==> src/rtl/free_list.sv <==
// Circular free list of physical register tags feeding the rename map table.
// Hands out up to RENAME_PORTS tags per cycle, recycles tags released at commit, and rolls back on flush.
module free_list #(
    parameter int ARCH_REGS    = 32,
    parameter int PHYS_REGS    = 48,
    parameter int RENAME_PORTS = 2,
    parameter int COMMIT_PORTS = 2,
    localparam int PW          = $clog2(PHYS_REGS),
    localparam int DEPTH       = PHYS_REGS - ARCH_REGS,
    localparam int CW          = $clog2(DEPTH + 1)
) (
    input  logic                         clk,
    input  logic                         reset,
    input  logic [RENAME_PORTS-1:0]      alloc_en,
    output logic [RENAME_PORTS*PW-1:0]   alloc_phys,
    output logic                         alloc_ready,
    input  logic [COMMIT_PORTS-1:0]      commit_en,
    input  logic [COMMIT_PORTS*PW-1:0]   commit_old_phys,
    input  logic                         flush_pipeline,
    output logic [CW-1:0]                free_count,
    output logic                         overflow_err
);

    localparam int IW = (DEPTH > 1) ? $clog2(DEPTH) : 1;

    // Handshake: a rename slot j takes alloc_phys[j] in the cycle it raises alloc_en[j]
    // while alloc_ready is high; when alloc_ready is low the requests are dropped and the
    // rename stage must hold its instructions and retry.

    logic [PW-1:0] fl [DEPTH];
    logic [IW-1:0] spec_head;
    logic [IW-1:0] commit_head;
    logic [IW-1:0] tail;
    logic [CW-1:0] spec_count;
    logic [CW-1:0] commit_count;

    logic [CW-1:0] n_alloc;
    logic [CW-1:0] n_pop;
    logic [CW-1:0] n_push;
    logic [CW-1:0] eff_push;
    logic [CW-1:0] n_commit;
    logic [COMMIT_PORTS-1:0] push_we;
    logic [IW-1:0] push_idx [COMMIT_PORTS];
    logic          push_ovf;
    logic          push_do;
    logic [CW-1:0] spec_count_nxt;
    logic [CW-1:0] commit_count_nxt;

    // Index advance with explicit wrap so DEPTH need not be a power of two.
    function automatic logic [IW-1:0] wrap_add(input logic [IW-1:0] idx, input logic [CW-1:0] n);
        int s;
        s = int'(idx) + int'(n);
        if (s >= DEPTH) s = s - DEPTH;
        return IW'(s);
    endfunction

    // Compacted allocation: each enabled slot takes the next entry after those claimed by lower slots.
    always_comb begin
        alloc_phys = '0;
        n_alloc    = '0;
        for (int j = 0; j < RENAME_PORTS; j++) begin
            alloc_phys[j*PW +: PW] = fl[wrap_add(spec_head, n_alloc)];
            n_alloc = n_alloc + CW'(alloc_en[j]);
        end
    end

    // Releases of tag 0 are dropped but still retire their allocation from the committed view.
    always_comb begin
        n_push   = '0;
        n_commit = '0;
        push_we  = '0;
        for (int j = 0; j < COMMIT_PORTS; j++) begin
            push_idx[j] = wrap_add(tail, n_push);
            push_we[j]  = commit_en[j] && (commit_old_phys[j*PW +: PW] != '0);
            n_push      = n_push + CW'(push_we[j]);
            n_commit    = n_commit + CW'(commit_en[j]);
        end
    end

    always_comb begin
        push_ovf = (int'(spec_count) + int'(n_push) > DEPTH) ||
                   (int'(commit_count) + int'(n_push) - int'(n_commit) > DEPTH);
        push_do  = !flush_pipeline && !push_ovf;
        eff_push = push_do ? n_push : '0;
        n_pop    = (alloc_ready && !flush_pipeline) ? n_alloc : '0;
        if (flush_pipeline) begin
            spec_count_nxt   = commit_count;
            commit_count_nxt = commit_count;
        end else begin
            spec_count_nxt   = spec_count + eff_push - n_pop;
            commit_count_nxt = commit_count + eff_push - n_commit;
        end
    end

    always_ff @(posedge clk or posedge reset) begin
        if (reset) begin
            for (int i = 0; i < DEPTH; i++) begin
                fl[i] <= PW'(ARCH_REGS + i);
            end
            spec_head    <= '0;
            commit_head  <= '0;
            tail         <= '0;
            spec_count   <= CW'(DEPTH);
            commit_count <= CW'(DEPTH);
            alloc_ready  <= 1'b1;
            overflow_err <= 1'b0;
        end else begin
            spec_count   <= spec_count_nxt;
            commit_count <= commit_count_nxt;
            alloc_ready  <= (spec_count_nxt >= CW'(RENAME_PORTS));
            if (flush_pipeline) begin
                spec_head <= commit_head;
            end else begin
                spec_head   <= wrap_add(spec_head, n_pop);
                commit_head <= wrap_add(commit_head, n_commit);
                if (push_ovf) begin
                    overflow_err <= 1'b1;
                end
                if (push_do) begin
                    tail <= wrap_add(tail, n_push);
                    for (int j = 0; j < COMMIT_PORTS; j++) begin
                        if (push_we[j]) begin
                            fl[push_idx[j]] <= commit_old_phys[j*PW +: PW];
                        end
                    end
                end
            end
        end
    end

    assign free_count = spec_count;

endmodule

==> config.mk <==
export PLATFORM = sky130hd
export DESIGN_NAME = free_list
export DESIGN_NICKNAME = d
export VERILOG_FILES = /design/src/rtl/free_list.sv
export SDC_FILE = /design/constraint.sdc
export NUM_CORES = 1
export LEC_CHECK = 0
export CORE_ASPECT_RATIO = 0.8
export CORE_UTILIZATION = 67
export DETAILED_ROUTE_END_ITERATION = 8
export GPL_ROUTABILITY_DRIVEN = 1
export PLACE_DENSITY_LB_ADDON = 0.08
export SYNTH_ARGS = -nofsm -noshare
export SYNTH_HDL_FRONTEND = slang
export SYNTH_SLANG_ARGS = --single-unit
==> constraint.sdc <==
create_clock -name clk -period 12.3 [get_ports clk]
set_input_delay 1.845 -clock clk [delete_from_list [all_inputs] [get_ports clk]]
set_output_delay 1.845 -clock clk [all_outputs]
set_load 0.02 [all_outputs]
==> results.json <==
{
  "drt_iter0_drc": 1165,
  "cts_tree": "built",
  "drc": 0,
  "clk_pin_slew_worst_paths_ns": 0.06,
  "end_kind": "register",
  "cellLeakagePower_uw": 0.00384,
  "cp.arrival_ns": 8.72,
  "grt_pass1_vias": 7679,
  "place.port_buffers": 37,
  "ios": 38,
  "grt_max_degree": 99,
  "die_h_microns": 108,
  "num_antenna_cells": 0,
  "drive_above_1_share_pct": 22.3,
  "fillers": 936,
  "r2r_cells": 19,
  "hold_depth": 1,
  "netlist_area_sq_um": 9330,
  "final_max_slew_viol_count": 0,
  "synth_flop_cell": "dfrtp_1",
  "tns_ns": 0,
  "hold_viol_final": 0,
  "htreeDepth": 4,
  "synth_edf_count": 0,
  "worst_ep_required_time_ns": 12.65,
  "hp-class": "register to register",
  "synth.area.top_cells": "dfrtp_1, dfstp_2, mux4_2, a2bb2oi_1, mux2i_1",
  "viasPerCell": 7.43,
  "dp_hpwl_microns": 19300,
  "synth_top_area_cell": "dfrtp_1",
  "clock-sinks": 120,
  "grt_pass1_wl_microns": 44500,
  "criticalPathCategory": "input port to register",
  "postRouteAntennaNets": 0,
  "cts_buffer_depth": 2,
  "die_area_sq_um": 14400,
  "synthArstFlopShare_pct": 100,
  "critical_path.max_stage_delay_ns": 0.89,
  "status": "completed",
  "period_needed_ns": 8.38,
  "seq_area_frac_synth_pct": 32.9,
  "hold_slack_ns": 0.465,
  "firstDrtPassIters": 9,
  "syn_inst": 871,
  "via_count": 7917,
  "numCtsBuffers": 17,
  "ir_drop_uv": 245,
  "crit_slowest_cell": "or4_1",
  "skew_ns": 0.00890,
  "syn2layout_area_growth_pct": 9.37,
  "post_cts_buffers": 0,
  "clkLatencyLatePin_ns": 0.44,
  "yosysUniqueCellTypes": 71,
  "setup_viol": 0,
  "postSynthAreaPerCell_sq_um": 10.7,
  "die_x_microns": 134,
  "cts_root_buf": "clkbuf_16",
  "synth_nets": 933,
  "worst_setup_path_start_kind": "input port",
  "grt_antenna_before_repair": 1,
  "powerDensity_nw_per_um2": 297,
  "crit_fanout": 21,
  "rsz0062_at_grt": "false",
  "clock.fmax_ghz": 0.119,
  "start_util_pct": 68.6,
  "finalCritPeriodShare_pct": 68.1,
  "num_rows": 38,
  "yosysTopAreaCellShare_pct": 18.5,
  "drt_wl_total_microns": 28900,
  "cap_viol_max_count": 0,
  "wl_per_cell_microns": 27.1,
  "postCtsHoldBufs": 0,
  "cts_resized": 0,
  "place_congestion": 0.966,
  "max_slew_margin_pct": 12.7,
  "synth_seq_cells": 120,
  "grt.total_usage_pct": 42.1,
  "ys_warn_count": 0,
  "critical_path.most_common_cell": "fa_1",
  "nets": 934,
  "worst_pin_slew_ns": 1.31,
  "overflow": 0,
  "coreArea_sq_um": 13600,
  "path_cells": "clkdlybuf4s50_1, or4_1, o21a_1, ha_1, inv_1, fa_1, fa_1, nand2b_1, a21oi_2, mux2i_1, o211ai_1, buf_4, nor3_4, nand2_1, fa_1, inv_1, fa_1, a21o_1, a21oi_1, xnor2_1, a21oi_1, or4_1"
}
## layout make-up
cell class / instances / area [sq um] / area share [%]
Clock inverter: 8 / 97.6 / 0.956
Inverter: 43 / 164 / 1.61
Sequential cell: 120 / 3070 / 30.1
Multi-Input combinational cell: 639 / 5710 / 55.9
Tap cell: 180 / 225 / 2.21
Clock buffer: 24 / 472 / 4.62
Timing Repair Buffer: 51 / 470 / 4.61
## metrics by stage
| step | worst slack, ns | instance area, sq um | power, uW | util [%] | std cells |
|---|---|---|---|---|---|
| after global placement | 3.86 | 9640 | 2400 | 70.9 | 1033 |
| after detailed placement | 3.56 | 9640 | 2460 | 70.9 | 1033 |
| after global routing | 3.64 | 10200 | 3160 | 75.1 | 1065 |
| after CTS | 3.99 | 10200 | 2970 | 75.1 | 1065 |
| after floorplan | 4.87 | 9330 | 1990 | - | 871 |
| final | 3.92 | 10200 | 3030 | 75.1 | 1065 |
## report_power, final
group	internal [uW]	switching [uW]
registers	613	176
clock network	307	186
logic	706	1040
## cell usage after synthesis (3+ instances only)
| cell | count |
|---|---|
| a2111oi_4 | 12 |
| a21o_1 | 7 |
| a21o_2 | 4 |
| a21oi_1 | 16 |
| a21oi_2 | 5 |
| a221oi_1 | 6 |
| a22oi_1 | 6 |
| a2bb2oi_1 | 94 |
| a31oi_1 | 3 |
| buf_1 | 4 |
| buf_2 | 22 |
| buf_4 | 9 |
| buf_6 | 12 |
| clkbuf_1 | 21 |
| dfrtp_1 | 69 |
| dfstp_2 | 51 |
| fa_1 | 10 |
| ha_1 | 33 |
| inv_1 | 42 |
| mux2_2 | 8 |
| mux2i_1 | 46 |
| mux4_2 | 42 |
| nand2_1 | 56 |
| nand2b_1 | 8 |
| nand3_1 | 49 |
| nand3b_1 | 3 |
| nor2_1 | 38 |
| o2111ai_4 | 4 |
| o211ai_1 | 25 |
| o21ai_0 | 82 |
| o21ai_1 | 13 |
| or2_1 | 4 |
| or2_2 | 3 |
| or2_4 | 3 |
| xnor2_1 | 6 |
| xor2_1 | 10 |
## flip-flops by register name, summed over array words and instances, names as in the netlist
| name | flops |
|---|---|
| spec_head | 4 |
| tail | 4 |
| commit_head | 4 |
| fl | 96 |
| alloc_ready | 1 |
| overflow_err | 1 |
| commit_count | 5 |
| free_count | 5 |
## cell usage in the layout (no fill, tap or decap), types with 17 or more instances in the layout
cell	netlist	layout
nor2_1	38	37
dfrtp_1	69	68
clkdlybuf4s50_1	0	36
o21ai_0	82	82
nand3_1	49	49
ha_1	33	33
a2bb2oi_1	94	94
mux2i_1	46	46
nand2_1	56	56
mux4_2	42	42
o211ai_1	25	25
dfstp_2	51	51
clkbuf_16	0	17
inv_1	42	41
## worst paths after layout
path                                     from        endpoint  slack [ns]
setup / recovery           commit_old_phys[6]     alloc_ready        3.92
setup reg to reg              commit_count[1]     alloc_ready        7.16
hold / removal                 commit_head[3]  commit_head[3]        0.47
max in group asynchronous               reset          fl[52]        9.07
min in group asynchronous               reset  commit_head[3]        1.90
hold reg to reg                commit_head[3]  commit_head[3]        0.47
## metal layers
| metal | share of wire, % | track usage [%] | vias up |
|---|---|---|---|
| met3 | 15 | 16.8 | 154 |
| met5 | 0.080 | 0 | - |
| met4 | 4.8 | 20.2 | 2 |
| li1 | - | - | 3320 |
| met1 | 38 | 55.7 | 3798 |
| met2 | 42 | 60.1 | 643 |
## cell families after synthesis
| kind of cell | count (synthesis) | synth area share (%) |
|---|---|---|
| compound gates | 294 | 26.2 |
| xor+xnor | 16 | 1.50 |
| fa+ha+maj | 43 | 6.57 |
| buf+inv | 112 | 6.14 |
| flops | 120 | 32.9 |
| mux | 97 | 16.2 |
| simple gates | 189 | 10.6 |
## worst max-delay path, delay by kind of cell
kind                       cells  cell delay, ns
buffers and inverters          4            1.38
muxes                          1            0.22
adders and majority gates      5            2.19
AOI/OAI and AO/OA              6            1.00
xor gates and xnor gates       1            0.14
and+or+nand+nor                5            1.94
(Power assumes the default switching activity.)
